$ cat config.mk
export PLATFORM = sky130hd
export DESIGN_NAME = icache_s2_nway_flat
export DESIGN_NICKNAME = d
export VERILOG_FILES = /design/src/rtl/icache_s2_nway_if.sv /design/src/rtl/icache_s2_nway.sv /design/src/flat_wrapper.sv
export SDC_FILE = /design/constraint.sdc
export NUM_CORES = 1
export LEC_CHECK = 0
export CORE_MARGIN = 5
export CORE_UTILIZATION = 55
export CTS_CLUSTER_DIAMETER = 120
export DETAILED_ROUTE_END_ITERATION = 6
export PLACE_DENSITY = 0.87
export SYNTH_ARGS = -nofsm -noshare
export SYNTH_HDL_FRONTEND = slang
export SYNTH_SLANG_ARGS = --single-unit
$ cat constraint.sdc
create_clock -name clk -period 4.6 [get_ports clk]
set_clock_uncertainty 0.05 [all_clocks]
set_input_delay 0.69 -clock clk [delete_from_list [all_inputs] [get_ports clk]]
set_output_delay 0.69 -clock clk [all_outputs]
set_load 0.02 [all_outputs]
$ cat src/rtl/icache_s2_nway_if.sv
// AXI read-address/read-data bundle between the I-cache refill engine and the bus.
interface icache_s2_nway_if;
  logic        axi_rd_req_o;
  logic [31:0] axi_rd_addr_o;
  logic [3:0]  axi_rd_len_o;
  logic        axi_rd_ack_i;
  logic        axi_rvalid_i;
  logic [31:0] axi_rdata_i;
  logic        axi_rlast_i;

  // Cache side issues the request and consumes the beats.
  modport master (
    output axi_rd_req_o, axi_rd_addr_o, axi_rd_len_o,
    input  axi_rd_ack_i, axi_rvalid_i, axi_rdata_i, axi_rlast_i
  );

  // Bus side accepts the request and returns the beats.
  modport slave (
    input  axi_rd_req_o, axi_rd_addr_o, axi_rd_len_o,
    output axi_rd_ack_i, axi_rvalid_i, axi_rdata_i, axi_rlast_i
  );
endinterface

$ cat src/rtl/icache_s2_nway.sv
// I-cache stage 2: N-way tag compare with same-cycle hit data, AXI refill FSM on
// miss or uncached fetch, round-robin victim selection per set.
module icache_s2_nway #(
  parameter int unsigned WAYS       = 2,
  parameter int unsigned LINE_WORDS = 8,
  parameter int unsigned INDEX_W    = 7,
  localparam int unsigned OFF_W     = $clog2(LINE_WORDS) + 2,
  localparam int unsigned TAG_W     = 32 - OFF_W - INDEX_W,
  localparam int unsigned WAY_W     = $clog2(WAYS),
  localparam int unsigned BEAT_W    = $clog2(LINE_WORDS)
) (
  input  logic                       clk,
  input  logic                       rst_n,
  input  logic                       s2_req_i,
  input  logic [31:0]                s2_paddr_i,
  input  logic                       s2_cached_i,
  input  logic [WAYS*(TAG_W+1)-1:0]  s2_tagv_i,
  input  logic [WAYS*32-1:0]         s2_data_i,
  icache_s2_nway_if.master           axi,
  output logic                       wr_en_o,
  output logic [WAY_W-1:0]           wr_way_o,
  output logic [INDEX_W-1:0]         wr_index_o,
  output logic [TAG_W:0]             wr_tagv_o,
  output logic [LINE_WORDS*32-1:0]   wr_line_o,
  output logic                       stall_o,
  output logic                       rvalid_o,
  output logic [31:0]                rdata_o
);

  localparam int unsigned SETS = 1 << INDEX_W;

  typedef enum logic [2:0] {StIdle, StReq, StRecv, StInstall, StResp} state_e;

  state_e state_q, state_d;

  logic [TAG_W-1:0]        req_tag;
  logic [INDEX_W-1:0]      req_idx;
  logic [BEAT_W-1:0]       req_off;

  logic [TAG_W-1:0]        tag_q;
  logic [INDEX_W-1:0]      idx_q;
  logic [BEAT_W-1:0]       off_q;
  logic                    cached_q;
  logic [WAY_W-1:0]        victim_q;
  logic [BEAT_W-1:0]       beat_q;
  logic                    full_q;
  logic [LINE_WORDS*32-1:0] line_q;
  logic [31:0]             crit_q;
  logic                    rd_req_q;
  logic [31:0]             rd_addr_q;
  logic [3:0]              rd_len_q;
  logic [WAY_W-1:0]        vptr_q [SETS];

  logic                    hit;
  logic [31:0]             hit_data;
  logic                    miss_start;
  logic                    beat_take;

  assign req_tag = s2_paddr_i[31 -: TAG_W];
  assign req_idx = s2_paddr_i[OFF_W+INDEX_W-1 : OFF_W];
  assign req_off = s2_paddr_i[OFF_W-1:2];

  assign axi.axi_rd_req_o  = rd_req_q;
  assign axi.axi_rd_addr_o = rd_addr_q;
  assign axi.axi_rd_len_o  = rd_len_q;

  // Beats are only accepted in RECV and until the slot counter has wrapped once.
  assign beat_take = (state_q == StRecv) && axi.axi_rvalid_i && !full_q;

  // Tag compare across all ways; walking downwards lets the lowest hitting way win.
  always_comb begin
    hit      = 1'b0;
    hit_data = '0;
    for (int w = int'(WAYS) - 1; w >= 0; w--) begin
      if (s2_tagv_i[w*(TAG_W+1) + TAG_W] &&
          (s2_tagv_i[w*(TAG_W+1) +: TAG_W] == req_tag)) begin
        hit      = 1'b1;
        hit_data = s2_data_i[w*32 +: 32];
      end
    end
  end

  // Next-state and output decode.
  always_comb begin
    state_d    = state_q;
    miss_start = 1'b0;
    stall_o    = 1'b0;
    rvalid_o   = 1'b0;
    rdata_o    = '0;
    wr_en_o    = 1'b0;
    wr_way_o   = '0;
    wr_index_o = '0;
    wr_tagv_o  = '0;
    wr_line_o  = '0;
    case (state_q)
      StIdle: begin
        if (s2_req_i) begin
          if (s2_cached_i && hit) begin
            rvalid_o = 1'b1;
            rdata_o  = hit_data;
          end else begin
            stall_o    = 1'b1;
            miss_start = 1'b1;
            state_d    = StReq;
          end
        end
      end
      StReq: begin
        stall_o = 1'b1;
        if (axi.axi_rd_ack_i) state_d = StRecv;
      end
      StRecv: begin
        stall_o = 1'b1;
        if (axi.axi_rvalid_i && axi.axi_rlast_i) state_d = cached_q ? StInstall : StResp;
      end
      StInstall: begin
        stall_o    = 1'b1;
        wr_en_o    = 1'b1;
        wr_way_o   = victim_q;
        wr_index_o = idx_q;
        wr_tagv_o  = {1'b1, tag_q};
        wr_line_o  = line_q;
        state_d    = StResp;
      end
      StResp: begin
        rvalid_o = 1'b1;
        rdata_o  = crit_q;
        state_d  = StIdle;
      end
      default: state_d = StIdle;
    endcase
  end

  // State register.
  always_ff @(posedge clk) begin
    if (!rst_n) state_q <= StIdle;
    else        state_q <= state_d;
  end

  // Refill datapath: request latch, AXI address registers, line buffer and critical word.
  always_ff @(posedge clk) begin
    if (!rst_n) begin
      tag_q     <= '0;
      idx_q     <= '0;
      off_q     <= '0;
      cached_q  <= 1'b0;
      victim_q  <= '0;
      beat_q    <= '0;
      full_q    <= 1'b0;
      line_q    <= '0;
      crit_q    <= '0;
      rd_req_q  <= 1'b0;
      rd_addr_q <= '0;
      rd_len_q  <= '0;
    end else begin
      if (miss_start) begin
        tag_q    <= req_tag;
        idx_q    <= req_idx;
        // Uncached fetches take beat 0 as the critical word.
        off_q    <= s2_cached_i ? req_off : '0;
        cached_q <= s2_cached_i;
        victim_q <= vptr_q[req_idx];
        beat_q   <= '0;
        full_q   <= 1'b0;
        line_q   <= '0;
        crit_q   <= '0;
        rd_req_q <= 1'b1;
        rd_addr_q <= s2_cached_i ? {s2_paddr_i[31:OFF_W], {OFF_W{1'b0}}} : s2_paddr_i;
        rd_len_q  <= s2_cached_i ? 4'(LINE_WORDS - 1) : 4'd0;
      end
      if ((state_q == StReq) && axi.axi_rd_ack_i) rd_req_q <= 1'b0;
      if (beat_take) begin
        line_q[beat_q*32 +: 32] <= axi.axi_rdata_i;
        if (beat_q == off_q) crit_q <= axi.axi_rdata_i;
        beat_q <= beat_q + BEAT_W'(1);
        if (beat_q == BEAT_W'(LINE_WORDS - 1)) full_q <= 1'b1;
      end
    end
  end

  // Per-set round-robin victim pointers; only an install advances them.
  always_ff @(posedge clk) begin
    if (!rst_n) begin
      for (int s = 0; s < int'(SETS); s++) vptr_q[s] <= '0;
    end else if (state_q == StInstall) begin
      vptr_q[idx_q] <= vptr_q[idx_q] + WAY_W'(1);
    end
  end

endmodule

$ cat src/flat_wrapper.sv
// flat-port wrapper written by rule: the top's interface ports become plain ports
module icache_s2_nway_flat 
#(
  parameter int unsigned WAYS       = 2,
  parameter int unsigned LINE_WORDS = 8,
  parameter int unsigned INDEX_W    = 7,
  localparam int unsigned OFF_W     = $clog2(LINE_WORDS) + 2,
  localparam int unsigned TAG_W     = 32 - OFF_W - INDEX_W,
  localparam int unsigned WAY_W     = $clog2(WAYS),
  localparam int unsigned BEAT_W    = $clog2(LINE_WORDS)
)
  (clk, rst_n, s2_req_i, s2_paddr_i, s2_cached_i, s2_tagv_i, s2_data_i, wr_en_o, wr_way_o, wr_index_o, wr_tagv_o, wr_line_o, stall_o, rvalid_o, rdata_o, axi_axi_rd_req_o, axi_axi_rd_addr_o, axi_axi_rd_len_o, axi_axi_rd_ack_i, axi_axi_rvalid_i, axi_axi_rdata_i, axi_axi_rlast_i);
  icache_s2_nway_if axi_i ();
  input  logic clk;
  input  logic rst_n;
  input  logic s2_req_i;
  input  logic [31:0] s2_paddr_i;
  input  logic s2_cached_i;
  input  logic [WAYS*(TAG_W+1)-1:0] s2_tagv_i;
  input  logic [WAYS*32-1:0] s2_data_i;
  output logic wr_en_o;
  output logic [WAY_W-1:0] wr_way_o;
  output logic [INDEX_W-1:0] wr_index_o;
  output logic [TAG_W:0] wr_tagv_o;
  output logic [LINE_WORDS*32-1:0] wr_line_o;
  output logic stall_o;
  output logic rvalid_o;
  output logic [31:0] rdata_o;
  output wire logic [$bits(axi_i.axi_rd_req_o)-1:0] axi_axi_rd_req_o;
  output wire logic [$bits(axi_i.axi_rd_addr_o)-1:0] axi_axi_rd_addr_o;
  output wire logic [$bits(axi_i.axi_rd_len_o)-1:0] axi_axi_rd_len_o;
  input wire logic [$bits(axi_i.axi_rd_ack_i)-1:0] axi_axi_rd_ack_i;
  input wire logic [$bits(axi_i.axi_rvalid_i)-1:0] axi_axi_rvalid_i;
  input wire logic [$bits(axi_i.axi_rdata_i)-1:0] axi_axi_rdata_i;
  input wire logic [$bits(axi_i.axi_rlast_i)-1:0] axi_axi_rlast_i;
  assign axi_axi_rd_req_o = axi_i.axi_rd_req_o;
  assign axi_axi_rd_addr_o = axi_i.axi_rd_addr_o;
  assign axi_axi_rd_len_o = axi_i.axi_rd_len_o;
  assign axi_i.axi_rd_ack_i = axi_axi_rd_ack_i;
  assign axi_i.axi_rvalid_i = axi_axi_rvalid_i;
  assign axi_i.axi_rdata_i = axi_axi_rdata_i;
  assign axi_i.axi_rlast_i = axi_axi_rlast_i;
  icache_s2_nway #(.WAYS(WAYS), .LINE_WORDS(LINE_WORDS), .INDEX_W(INDEX_W)) u_core (.clk(clk), .rst_n(rst_n), .s2_req_i(s2_req_i), .s2_paddr_i(s2_paddr_i), .s2_cached_i(s2_cached_i), .s2_tagv_i(s2_tagv_i), .s2_data_i(s2_data_i), .axi(axi_i), .wr_en_o(wr_en_o), .wr_way_o(wr_way_o), .wr_index_o(wr_index_o), .wr_tagv_o(wr_tagv_o), .wr_line_o(wr_line_o), .stall_o(stall_o), .rvalid_o(rvalid_o), .rdata_o(rdata_o));
endmodule
==> run metrics, run 1 <==
CP Launch Point=s2_paddr_i[19]; Post-Syn Instances=2664; number of global-route vias before repair=23100; Cell Rows=75; Flop pwr share=45.3%; die area=46400 µm²; predominant post-synthesis flop cell=dfxtp_1; Reg2Reg Depth=7; crit start category=input pin; worst hold endpoint=u_core.line_q[84]; type of the worst setup path=in2out; switching fraction of total power=25.9%; Finished Layout Cells=3583; failing checks=DRC; Mapped Avg Cell Area=8.71 µm²; cells traversed along the worst timing path=clkdlybuf4s50_1, xnor2_1, nand4_1, nor4_1, nand4_1, buf_4, mux2i_1, o21ai_0, clkdlybuf4s50_1; hold_buf cts=0; yosys warns=0; Max clock buf depth=3; post-synthesis sequential area ratio=40.4%; post-cts sizing count=0; DR DRC count=1; Routed wire per std cell=25.7 µm; Chip Width=215 µm; period utilization=95.5%; Yosys top cell by area=dfxtp_1; reg2reg setup slack=1.00 ns; CP max FO=32; largest net degree at the start of global routing=180; Starting Density=55.4%; hold_sp=u_core.line_q[84]; list of most frequent post-synthesis cells=468 x dfxtp_1, 349 x nand2_1, 289 x and2_1, 210 x clkbuf_1, 207 x nand3_1; clk sinks=468; share of layout cells above drive strength 1=7.69%; number of max-cap violations=0; first-pass GRT wire length=138 mm; Vias=23400; final net count=3191; clock share of power=44.4%; M3 GR Usage=11.6%; Initial DRC Count=3142; Root Buffer=clkbuf_16; Syn Std Cell Area=23200 µm²; Gate power share=10.2%; WP data arrival=3.65 ns; Worst-Margin Slew=1.17 ns; HP Class=reg2reg; grt ovf=0; gr busiest metal=met2; Worst EP required=3.86 ns; cts bufs inserted=48; RSZ-0062 raised after global routing=false; worst vdd ir=0.000362 V; total I/O pin count=534; Core Util, Final=72.2%; Detail Placement HPWL=62.2 mm; cell leakage power=10.4 nW; die height=215 µm; FMAX=0.228 GHz; setup TNS=0 ns; # setup viols final=0; syn_nets=2848; P per Cell Area=303 nW/µm²; Post-synth EDFFs=0; CTS tree=yes; most common cell in the netlist=dfxtp_1; worst r2r dst=u_core.vptr_q[111]; met1 Use GR=45.2%; CORE AREA=41900 µm²; Post-CTS Setup Inserts=0; CP Buf/Inv Count=3; IO buf count=532; total track usage=37.3%; overall power=0.00916 W; Clock Latency Late Sink=0.60 ns; delay-heaviest family, CP=buffers and inverters; Tmin final=4.39 ns; DRT antenna net count=0; Post-synth ARST share=0%; # fillers=3019; post-DR vias/cell=6.53; sw power=0.00237 W; Placer Congestion=0.909; CTS H-tree depth=2; Yosys cell types=63; dominant cells by area after synthesis=dfxtp_1 40%, and2_1 7.8%, nand2_1 5.6%, mux4_2 5.2%, nand3_1 4.5%; Max-slew headroom=21.9%; met2 global-route usage=60.3%; capturing element type of the critical path=output pin; Slew Viols, Final=0; worst hold path stage count=2; dpl cells=3495; WL final=92.0 mm; flops & latches, synth=468; first-pass iteration count of the detailed router=7; critical path's slowest cell=clkdlybuf4s50_1; status=finished, violations left; internal power=0.00678 W; synthesis-to-layout area growth=30.3%; number of antenna violations at the first check in global routing=1; post-synth top area share=40.4%; CP peak stage delay=0.67 ns; Hold Vio Cnt, Final=0; clk slew on worst S/H paths=0.06 ns
## kinds of logic (layout without fill, tap and decap cells)
| kind of cell | after synthesis | in the layout | synth area share (%) |
|---|---|---|---|
| and+or+nand+nor | 1026 | 1026 | 22.6 |
| AOI/OAI and AO/OA | 682 | 682 | 20.6 |
| DFF | 468 | 468 | 40.4 |
| buffers and inverters | 312 | 691 | 5.99 |
| muxes | 123 | 123 | 8.26 |
| xor gates and xnor gates | 45 | 45 | 1.70 |
| adders and majority gates | 7 | 7 | 0.378 |
| other | 1 | 2 | 0.0162 |
## metal layers
metal	vias to the layer above	part of all wire (%)	wire length, µm
met1	11200	36	33200
met5	-	0	0
met2	1596	46	42500
li1	10300	-	-
met4	0	5.4	4990
met3	332	12	11300
## worst register-to-register path: cells and delay by family (launching register included)
family / cells / cell delay (ns)
AO/OA/AOI/OAI: 2 / 0.85
AND/OR/NAND/NOR: 2 / 0.62
multiplexers: 2 / 0.88
buffers and inverters: 1 / 0.38
flip-flops: 1 / 0.68
## worst max path at each step
stage / cells after the start / slack, ns / endpoint
finish: 9 / 0.21 / rdata_o[28]
global route: 9 / 0.006 / rdata_o[9]
CTS: 9 / 0.19 / rdata_o[23]
detailed placement: 9 / 0.16 / u_core.line_q[138]
global placement: 9 / 0.13 / rdata_o[29]
floorplan: 7 / 1.24 / rvalid_o
## registers in the layout (all words and copies together), names as in the netlist, named ones only
| signal | cells |
|---|---|
| u_core.state_q | 3 |
| u_core.off_q | 3 |
| u_core.tag_q | 20 |
| u_core.victim_q | 1 |
| u_core.beat_q | 3 |
| u_core.crit_q | 32 |
| u_core.axi.axi_rd_req_o | 1 |
| u_core.vptr_q | 128 |
| u_core.line_q | 256 |
| u_core.axi.axi_rd_len_o | 1 |
| u_core.axi.axi_rd_addr_o | 12 |
| u_core.full_q | 1 |
## power by group through the flow
stage,logic (W),registers [W],clock network (W)
CTS,0.000916,0.00415,0.00407
global placement,0.000903,0.00424,0
global route,0.000973,0.00415,0.00425
finish,0.000937,0.00415,0.00407
floorplan,0.000507,0.00422,0
detailed placement,0.000910,0.00424,0
## stage by stage
| step | hold slack, ns | setup WS, ns | cell area [µm²] |
|---|---|---|---|
| final | 0.401 | 0.208 | 30200 |
| after detailed placement | 0.389 | 0.161 | 28600 |
| after global placement | 0.385 | 0.130 | 28600 |
| after global routing | 0.415 | 0.00551 | 30200 |
| after CTS | 0.400 | 0.194 | 30200 |
| after floorplan | 0.374 | 1.24 | 23200 |
## layout by cell type, fill, tap and decap left out, drive strengths merged, types with 15 or more instances in the layout
| master | netlist | layout |
|---|---|---|
| nand3 | 207 | 207 |
| nand4 | 16 | 16 |
| mux2i | 62 | 62 |
| and2 | 292 | 292 |
| o2bb2ai | 61 | 61 |
| clkbuf | 210 | 65 |
| and3 | 39 | 39 |
| o31ai | 130 | 130 |
| a32o | 98 | 98 |
| nor2 | 27 | 27 |
| o211ai | 72 | 72 |
| nor3 | 15 | 15 |
| inv | 13 | 15 |
| nand2 | 349 | 349 |
| o21ai | 105 | 105 |
| a21oi | 174 | 174 |
| clkdlybuf4s50 | 0 | 530 |
| mux4 | 54 | 54 |
| dfxtp | 468 | 468 |
| xnor2 | 32 | 32 |
| nor2b | 38 | 38 |
| buf | 88 | 60 |
## area by class of cell
cell class | instances | area [µm²] | share of cell area, %
clock inverter | 22 | 262 | 0.865
timing repair buffer | 591 | 5860 | 19.4
inverter | 14 | 60.1 | 0.199
tap | 539 | 674 | 2.23
sequential | 468 | 9370 | 31.0
antenna | 1 | 2.50 | 0.00828
clock buffer | 64 | 1360 | 4.50
multi-input combinational | 1884 | 12600 | 41.8
No activity file was read; power rests on OpenSTA's default activity.
==> inputs of run 2 (changes only) <==
--- a/config.mk
+++ b/config.mk
@@ -5,11 +5,14 @@
 export SDC_FILE = /design/constraint.sdc
 export NUM_CORES = 1
 export LEC_CHECK = 0
+export CELL_PAD_IN_SITES_DETAIL_PLACEMENT = 0
+export CELL_PAD_IN_SITES_GLOBAL_PLACEMENT = 1
 export CORE_MARGIN = 5
-export CORE_UTILIZATION = 55
+export CORE_UTILIZATION = 41
 export CTS_CLUSTER_DIAMETER = 120
+export CTS_CLUSTER_SIZE = 30
 export DETAILED_ROUTE_END_ITERATION = 6
-export PLACE_DENSITY = 0.87
+export PLACE_DENSITY_LB_ADDON = 0.1
 export SYNTH_ARGS = -nofsm -noshare
 export SYNTH_HDL_FRONTEND = slang
 export SYNTH_SLANG_ARGS = --single-unit
==> run metrics, run 2 (same netlist as run 1, synthesis figures left out) <==
Clock Latency Late Sink=0.58 ns; period utilization=95.6%; cells traversed along the worst timing path=clkdlybuf4s50_1, xnor2_1, nand3_1, nor4_2, nand4_1, a211o_1, buf_4, o21ai_0, clkdlybuf4s50_1; DR DRC count=0; CP peak stage delay=0.64 ns; cell leakage power=9.93 nW; Initial DRC Count=2146; CP max FO=32; FF/Latch Area=9370 µm²; first-pass GRT wire length=145 mm; worst vdd ir=0.000232 V; IO buf count=532; FMAX=0.227 GHz; crit start category=input pin; CORE AREA=56200 µm²; die area=61400 µm²; WP data arrival=3.66 ns; capturing element type of the critical path=output pin; RSZ-0062 raised after global routing=false; critical path's slowest cell=clkdlybuf4s50_1; Vias=22200; clk sinks=468; die height=248 µm; largest net degree at the start of global routing=116; number of global-route vias before repair=21500; Hold Vio Cnt, Final=0; post-DR vias/cell=5.91; cts bufs inserted=19; Top reg by flops=u_core.line_q; DRT antenna net count=0; CTS H-tree depth=1; cell mode on critical path=clkdlybuf4s50_1; WL final=99.5 mm; final net count=3176; # fillers=5282; Worst EP required=3.86 ns; CTS tree=yes; Placer Congestion=1.03; type of the worst setup path=in2out; Starting Density=41.3%; area of the multi-input gates=12600 µm²; max reg flops=256; # setup viols final=0; Tmin final=4.40 ns; Routed wire per std cell=26.5 µm; dpl cells=3727; total track usage=30.6%; share of layout cells above drive strength 1=6.48%; Max-slew headroom=23.2%; Cell Rows=87; total I/O pin count=534; Chip Width=248 µm; Root Buffer=clkbuf_16; Detail Placement HPWL=69.6 mm; grt ovf=0; setup TNS=0 ns; most common cell after layout, fill and taps aside=clkdlybuf4s50_1; Finished Layout Cells=3758; number of max-cap violations=0; hold_buf cts=0; clk slew on worst S/H paths=0.11 ns; delay-heaviest family, CP=buffers and inverters; P per Cell Area=246 nW/µm²; Core Util, Final=52.6%; HP Class=reg2reg; status=complete, no violations; first-pass iteration count of the detailed router=7; Top Registers=u_core.line_q: 256 flops, u_core.vptr_q: 128 flops, u_core.crit_q: 32 flops; Worst-Margin Slew=1.15 ns; Max clock buf depth=3; number of antenna violations at the first check in global routing=14; synthesis-to-layout area growth=27.4%; most frequent cells in the layout=527 x clkdlybuf4s50_1, 466 x dfxtp_1, 348 x nand2_1, 290 x and2_1, 207 x nand3_1; CP Buf/Inv Count=3; Slew Viols, Final=0
## run 2: path summary, 6_finish.rpt
kind                     start                end  slack, ns  cells past startpoint
max             s2_paddr_i[27]         rdata_o[2]       0.20                      9
min          u_core.line_q[65]  u_core.line_q[65]       0.41                      2
max reg2reg          flip-flop  u_core.vptr_q[47]       0.76                      8
min reg2reg  u_core.line_q[65]  u_core.line_q[65]       0.41                      2
## run 2: where the power goes
group / switching, W / leakage [nW] / internal [W]
Clock: 0.00133 / 0.257 / 0.000820
Sequential: 0.0000567 / 3.78 / 0.00409
Combinational: 0.000638 / 5.90 / 0.000344
Total: 0.00203 / 9.93 / 0.00525
## run 2: final cells by class
class	count	share of cell area (%)
antenna	9	0.0762
clock buffer	19	1.61
clock inverter	3	0.161
inverter	14	0.203
multi-input combinational	1884	42.8
sequential	468	31.7
tap	756	3.20
timing repair buffer	605	20.3
## run 2: per-layer routing
layer / GRT usage [%] / vias up / routed length [µm]
met5: 0 / - / 31
met4: 12.8 / 4 / 4330
met3: 7.82 / 156 / 9130
met2: 48.2 / 912 / 45000
met1: 40.2 / 10900 / 40900
li1: - / 10200 / -
## run 2: metrics by stage
stage               setup WS, ns  power (W)  cell area [µm²]  hold slack [ns]
finish                     0.200    0.00728            29600            0.407
global route              0.0524    0.00752            29600            0.427
CTS                       0.0428    0.00732            29500            0.408
detailed placement        0.0520    0.00520            29000            0.389
global placement           0.103    0.00520            29000            0.386
floorplan                   1.24    0.00473            23200            0.374
## run 2: what timing repair did
item,CTS,global route
endpoints found under the hold margin,0,0
gates resized for setup,0,1
setup buffers,0,0
endpoints found under the setup margin,0,24
## run 2: tightest hold or removal path: stages, from the launching register on
cell and delay, ns:
dfxtp_1 0.32, nand2_1 0.05, a21oi_1 0.05
